<file path="src/rtl/fetch_pkg.sv">
// Shared types and constants for the fetch-stage PC sequencer.
package fetch_pkg;

    typedef enum logic [1:0] {
        BOOT = 2'd0,
        RUN  = 2'd1,
        PEND = 2'd2
    } fetch_state_e;

    localparam logic [31:0] PC_RESET_DEF = 32'h0000_3000;
    localparam logic [1:0]  INSTR_ALIGN  = 2'b00;

    // Force a redirect target onto a word boundary.
    function automatic logic [31:0] align_pc(input logic [31:0] a);
        return {a[31:2], INSTR_ALIGN};
    endfunction

endpackage

</file>
<file path="src/rtl/sat_counter.sv">
// Event counter that sticks at all-ones instead of wrapping.
module sat_counter #(
    parameter int CW = 32
) (
    input  logic          clk,
    input  logic          reset,
    input  logic          inc_i,
    output logic [CW-1:0] cnt_o
);

    logic [CW-1:0] cnt_q;

    // Count up on inc_i until saturated; synchronous clear.
    always_ff @(posedge clk) begin
        if (reset)                      cnt_q <= '0;
        else if (inc_i && cnt_q != '1)  cnt_q <= cnt_q + 1'b1;
    end

    assign cnt_o = cnt_q;

endmodule

</file>
<file path="src/rtl/fetch_pc_sequencer.sv">
// Fetch-stage PC owner: sequential fetch, delayed-branch redirects with a
// one-entry target buffer when memory is not ready, and perf counters.
module fetch_pc_sequencer
    import fetch_pkg::*;
#(
    parameter logic [31:0] PC_RESET = PC_RESET_DEF,
    parameter int          CW       = 32
) (
    input  logic          clk,
    input  logic          reset,
    input  logic          stall,
    input  logic          branch,
    input  logic [31:0]   npc,
    input  logic          im_ready,
    output logic          im_req,
    output logic [31:0]   im_addr,
    output logic          f_valid,
    output logic [31:0]   f_pc,
    output logic [31:0]   f_pc4,
    output logic          redir_err,
    output logic [CW-1:0] cnt_stall,
    output logic [CW-1:0] cnt_redir
);

    fetch_state_e state_q, state_d;
    logic [31:0]  pc_q, pc_d;
    logic [31:0]  pend_q, pend_d;
    logic         redir_err_q, redir_err_d;
    logic         accept;
    logic [31:0]  tgt;

    assign tgt = align_pc(npc);

    // State, PC, buffered target and error flag registers.
    always_ff @(posedge clk) begin
        if (reset) begin
            state_q     <= BOOT;
            pc_q        <= PC_RESET;
            pend_q      <= '0;
            redir_err_q <= 1'b0;
        end else begin
            state_q     <= state_d;
            pc_q        <= pc_d;
            pend_q      <= pend_d;
            redir_err_q <= redir_err_d;
        end
    end

    // Next-state, PC sequencing and fetch handshake outputs.
    always_comb begin
        state_d     = state_q;
        pc_d        = pc_q;
        pend_d      = pend_q;
        redir_err_d = 1'b0;
        accept      = 1'b0;
        im_req      = 1'b0;
        f_valid     = 1'b0;
        case (state_q)
            BOOT: begin
                state_d = RUN;
            end
            RUN: begin
                im_req  = 1'b1;
                f_valid = im_ready & ~stall;
                // D-stage operands are not trustworthy while stalled.
                accept  = branch & ~stall;
                if (accept) begin
                    redir_err_d = (npc[1:0] != INSTR_ALIGN);
                    if (im_ready) begin
                        // Delay slot completes this cycle; target goes next.
                        pc_d = tgt;
                    end else begin
                        // Delay slot still outstanding; park the target.
                        pend_d  = tgt;
                        state_d = PEND;
                    end
                end else if (f_valid) begin
                    pc_d = pc_q + 32'd4;
                end
            end
            PEND: begin
                im_req  = 1'b1;
                f_valid = im_ready & ~stall;
                if (f_valid) begin
                    pc_d    = pend_q;
                    state_d = RUN;
                end
            end
            default: begin
                state_d = BOOT;
            end
        endcase
    end

    assign im_addr   = pc_q;
    assign f_pc      = pc_q;
    assign f_pc4     = pc_q + 32'd4;
    assign redir_err = redir_err_q;

    sat_counter #(.CW(CW)) u_cnt_stall (
        .clk   (clk),
        .reset (reset),
        .inc_i (stall && (state_q != BOOT)),
        .cnt_o (cnt_stall)
    );

    sat_counter #(.CW(CW)) u_cnt_redir (
        .clk   (clk),
        .reset (reset),
        .inc_i (accept),
        .cnt_o (cnt_redir)
    );

endmodule

</file>
<file path="config.mk">
export PLATFORM = sky130hd
export DESIGN_NAME = fetch_pc_sequencer
export DESIGN_NICKNAME = d
export VERILOG_FILES = /design/src/rtl/fetch_pkg.sv /design/src/rtl/sat_counter.sv /design/src/rtl/fetch_pc_sequencer.sv
export SDC_FILE = /design/constraint.sdc
export NUM_CORES = 1
export LEC_CHECK = 0
export CAP_MARGIN = 10
export CORE_MARGIN = 2
export CORE_UTILIZATION = 49
export CTS_CLUSTER_SIZE = 8
export DETAILED_ROUTE_END_ITERATION = 16
export PLACE_DENSITY_LB_ADDON = 0.08
export SLEW_MARGIN = 25
export SYNTH_ARGS = -nofsm -noshare
export SYNTH_HDL_FRONTEND = slang
export SYNTH_SLANG_ARGS = --single-unit
</file>
<file path="constraint.sdc">
create_clock -name clk -period 2.9 [get_ports clk]
set_input_delay 0.29 -clock clk [delete_from_list [all_inputs] [get_ports clk]]
set_output_delay 0.29 -clock clk [all_outputs]
set_load 0.01 [all_outputs]
</file>
; ---- Yosys cells after proc, flatten, opt, wreduce, memory -nomap -nowiden
; Index checks and enable logic that the tools add are counted.
[totals]
regBits = 129
inputBits = 37
elab_cells = 48
[op_classes]
add_sub_neg = 3
n_eq_ne = 9
n_mux = 12
bitwise = 6
reduce_logical = 12
[ops]
columns = cell, n
row1 = $mux W32, 4
row2 = $add A32 B1 Y32 const B, 2
row3 = $ne A32 B32 Y1 const B, 2
row4 = $pmux W32 S2, 1
row5 = $add A32 B3 Y32 const B, 1
row6 = $mux W2, 3
row7 = $ne A2 B2 Y1 const B, 3
row8 = $ne A3 B3 Y1 const B, 2
row9 = $pmux W2 S3, 1
row10 = $reduce_and A3 Y1, 2
row11 = $reduce_bool A2 Y1, 3
row12 = $not A1 Y1, 4
row13 = $reduce_and A4 Y1, 1
row14 = $logic_and A1 B1 Y1, 3
row15 = $mux W1, 3
row16 = $reduce_or A3 Y1, 1
row17 = $and A1 B1 Y1, 2
row18 = $eq A2 B1 Y1 const B, 1
row19 = $eq A2 B2 Y1 const B, 1
row20 = $logic_not A2 Y1, 1
row21 = $reduce_or A2 Y1, 1

; ---- Longest topological paths before layout
; Gate-level depths: netlist (run 1).
[depth]
ltp_word = 5
ltp_mapped = 9
ltp_nobuf = 7

; ---- By module
; From an unflattened synthesis (run 1), not the netlist that was laid out.
[unflattened]
cells_unflattened = 942
area_unflattened_um2 = 7394.6
[modules_own_cells]
columns = module, instances, cells_per_inst, area_per_inst_um2, seq_area_each_um2
row1 = fetch_pc_sequencer, 1, 544, 4046.4, 1261.2
row2 = sat_counter, 2, 199, 1674.1, 640.6

; ---- Worst setup path before layout (run 1)
; Ideal clock, no wire load.
[synth_path]
kind = flip-flop to flip-flop
from = register pc_q[11], in the netlist f_pc[11]
to = register pc_q[31], in the netlist f_pc[31]
t_arrival_ps = 2112
required_time_ps = 2826
path_slack_ps = 713
path_stages_with_launch = 7
period_less_slack_ps = 2187
path_cell_list = dfxtp_1 -> clkbuf_2 -> nand4_4 -> or2_4 -> or4_4 -> or4_1 -> a31oi_1
[synth_via]
elab_chain_len = 4
[synth_rtl]
columns = item, line
row1 = start: declaration, fetch_pc_sequencer.sv:26  ; logic [31:0] pc_q, pc_d;
row2 = start signal: assignment, fetch_pc_sequencer.sv:43  ; pc_q <= pc_d;
row3 = $add A32 B3 Y32, fetch_pc_sequencer.sv:78  ; pc_d = pc_q + 32'd4;
row4 = $mux W32, fetch_pc_sequencer.sv:77  ; end else if (f_valid) begin
row5 = $mux W32, fetch_pc_sequencer.sv:67  ; if (accept) begin
row6 = $pmux W32 S2, fetch_pc_sequencer.sv:58  ; case (state_q)
; No other way between the ends. The select of a mux whose other input is x is not followed.
; A chain may end at the register's enable or synchronous reset.

; ---- Worst setup path in the final report (run 1)
[layout_path]
from = register pc_q[3], in the netlist f_pc[3]
to = output f_pc4[26]
[layout_via]
elab_chain_len = 1
[layout_rtl]
columns = item, line
row1 = $add A32 B3 Y32, fetch_pc_sequencer.sv:97  ; assign f_pc4 = pc_q + 32'd4;
row2 = end: declaration, fetch_pc_sequencer.sv:19  ; output logic [31:0] f_pc4,
; No other way between the ends.

==> out/qor.yml, run 1 <==
sta:
  rsz0062_at_grt: "true"
  timing.final.ws_setup_ps: 80.4
  final.min_clock_period_ps: 2820
  holdWs_ps: 362
  slew_violations: 0
  max_freq_ghz: 0.355
  clock_skew_ps: 9.58
  setup_viol_count_final: 0
  tightestPinTransition_ps: 919
  hold_viol: 0
  slew_headroom_pct: 38.7
  post-route-period-util_pct: 97.2
placed_design:
  dpl_worst_slack_ps: 190
  place_congestion: 0.883
  io_buffers: 193
  dp_hpwl_mm: 15.4
  dp_cells: 1294
pwr:
  p_per_area_nw_per_um2: 468
  switching_share_pct: 23.5
  p_total_mw: 4.71
  vdd_drop_max_v: 0.000501
  leakagePower_nw: 3.40
  seqPwrFrac_pct: 38.9
  p_comb_share_pct: 11.3
  p_sw_mw: 1.11
  clock_power_share_pct: 49.8
  p_int_mw: 3.60
route:
  num_vias: 7815
  drtPass1Iterations: 7
  drc_errors: 0
  wirelength_mm: 22.6
  wl_per_cell_um: 17.0
  drtIter0Drc: 608
  via_per_inst: 5.89
  ant_nets: 0
floorplan:
  dieArea_um2: 16000
  num_rows: 44
  ios: 200
  core_area_um2: 14600
  fp.dieW_um: 126
  start_util_pct: 50.4
  die_h_um: 126
grt:
  grt_pass1_vias: 7015
  grt_pass1_wl_mm: 35.8
  grt_max_degree: 86
  antenna_found_initial: 1
  grt_usage_pct: 27.3
  grt_overflow_total: 0
synthesis:
  yosysTopAreaCell: "dfxtp_1"
  synthFlopType: "dfxtp_1"
  yosys_warnings: 0
  yosysTopAreaCellShare_pct: 34.6
  synthesis.area_um2: 7350
  avgSynthCellArea_um2: 7.58
  synth_commonest_cells: "nand2_1, dfxtp_1, a21oi_1"
  async_reset_ff_share_pct: 0
  synth-seq-area-share_pct: 34.6
  synthCells: 970
  ys_ff_latch: 127
  ys_top_cells_by_area: "dfxtp_1, a21oi_1, nand2_1, o21ai_0, buf_4"
  yosysMostFrequentCell: "nand2_1"
  yosysUniqueCellTypes: 66
  synth_edf_count: 0
setup_path:
  max_stage_delay_ps: 490
  critPathSlowestCell: "clkdlybuf4s50_1"
  reg2reg_slack_ps: 440
  cp_max_fo: 6
  end_kind: "output port"
  crit_buf_inv: 1
  path_class: "flop to output port"
  start_kind: "flop"
  cp_cell_sequence: "ha_2 > nand2_1 > or3_4 > o31a_1 > or2_2 > clkdlybuf4s50_1"
  critPathTopFamily: "simple AND/OR/NAND/NOR gates"
  cp.arrival_ps: 2530
  cp.required_ps: 2610
cts:
  htree_levels: 4
  cts_buffers: 17
  cts_sinks: 127
  cts_tree: "yes"
  clkTransAtPathRegs_ps: 50
  clk_path_buf_depth: 2
  hold_buffers: 0
  clkLatencyLatePin_ps: 420
  cts_root_buf: "clkbuf_16"
flow_run:
  drv_cap: 0
layout:
  drive_gt1_share_pct: 9.47
  layout.nets: 1173
  syn_to_final_growth_pct: 36.9
  final_cells: 1326
  fillCellCount: 1263
min_path:
  min_path_type: "input pin to flop"
run_status:
  outcome: "finished clean"
[cells by family after synthesis]
family	count (synthesis)	share of synthesized area [%]
and+or+nand+nor	420	29.5
xor gates and xnor gates	34	4.05
adders and majority gates	6	1.02
muxes	8	1.19
other	1	0.0510
DFF	127	34.6
buffers and inverters	117	7.98
AOI/OAI and AO/OA	257	21.6
[flip-flops by register name (all words and copies together), names as in the netlist]
name and cells:
u_cnt_redir.cnt_o 32, u_cnt_stall.cnt_o 32, f_pc 30, pend_q 30, state_q 2, redir_err 1
[worst register-to-register path: cells and delay by family (launching register included)]
| family | cells | cell delay (ps) |
|---|---|---|
| adders and majority gates | 1 | 320 |
| AOI/OAI and AO/OA | 1 | 150 |
| buffers and inverters | 1 | 80 |
| DFF | 1 | 330 |
| and+or+nand+nor | 4 | 1520 |
[cell type report]
| type | instances | area (µm²) | area share [%] |
|---|---|---|---|
| diodes | 1 | 2.50 | 0.0249 |
| clock buffers | 20 | 457 | 4.54 |
| clock inverters | 10 | 186 | 1.85 |
| inverters | 20 | 75.1 | 0.746 |
| multi-input cells | 731 | 4290 | 42.7 |
| flip-flops and latches | 127 | 2550 | 25.3 |
| well taps | 184 | 230 | 2.29 |
| repair buffers | 233 | 2270 | 22.6 |
[metrics by stage]
stage / utilization [%] / cell area [µm²] / TNS, ps
after detailed placement: 64.1 / 9350 / 0
after global routing: 69.0 / 10100 / -23.2
after CTS: 68.6 / 10000 / 0
final: 69.0 / 10100 / 0
after floorplan: - / 7370 / 0
after global placement: 64.1 / 9350 / 0
[layout by cell type, fill, tap and decap left out, types with 7 or more instances in the layout]
cell type and instances:
a211oi_1 12, or3_1 32, and2_1 9, o21a_1 7, xor2_1 14, a21oi_1 104, o31ai_1 15, nor2_1 64
nor4_1 9, clkbuf_16 17, o21ai_0 58, or4_1 17, nor3_1 13, inv_1 19, and4_1 9, nand4_1 30
nand3_1 48, xnor2_1 20, clkdlybuf4s50_1 186, nor2b_1 9, buf_4 39, o211ai_1 11, dfxtp_1 120, dfxtp_2 7
nand2_1 129, and3_1 18
[routing by layer]
| layer | share of wire (%) | wire [µm] | vias up | track usage (%) |
|---|---|---|---|---|
| met1 | 43 | 9680 | 3639 | 35.8 |
| met5 | 0 | 0 | - | 0 |
| met2 | 48 | 10900 | 321 | 45.7 |
| met4 | 2.0 | 457 | 0 | 9.11 |
| li1 | - | - | 3820 | - |
| met3 | 6.8 | 1530 | 35 | 4.81 |
[path summary, 6_finish.rpt]
path / startpoint / end / cells past startpoint
worst min register to register: pend_q[26] / pend_q[26] / 2
worst max-delay path: f_pc[3] / f_pc4[26] / 6
worst min-delay path: reset / pend_q[27] / 2
worst max register to register: state_q[1] / u_cnt_redir.cnt_o[30] / 7
[power by group through the flow]
stage | clock [mW] | combinational, mW | sequential [mW]
finish | 2.34 | 0.535 | 1.83
detailed placement | 0 | 0.529 | 1.87
floorplan | 0 | 0.277 | 1.87
CTS | 2.37 | 0.535 | 1.83
global placement | 0 | 0.527 | 1.87
global route | 2.44 | 0.576 | 1.84
[what timing repair did]
item                                    in CTS  in global routing
pin swaps                                    0                  2
endpoints found under the setup margin       6                 19
setup buffers                                0                  1
resized for setup                            5                 16
No activity file was read; power rests on OpenSTA's default activity.
==> run 2: changes to the inputs <==
SKIP_LAST_GASP = 1   (was not set)
==> results of run 2 <==
Final layout, timing and power as in run 1 (identical DEF).
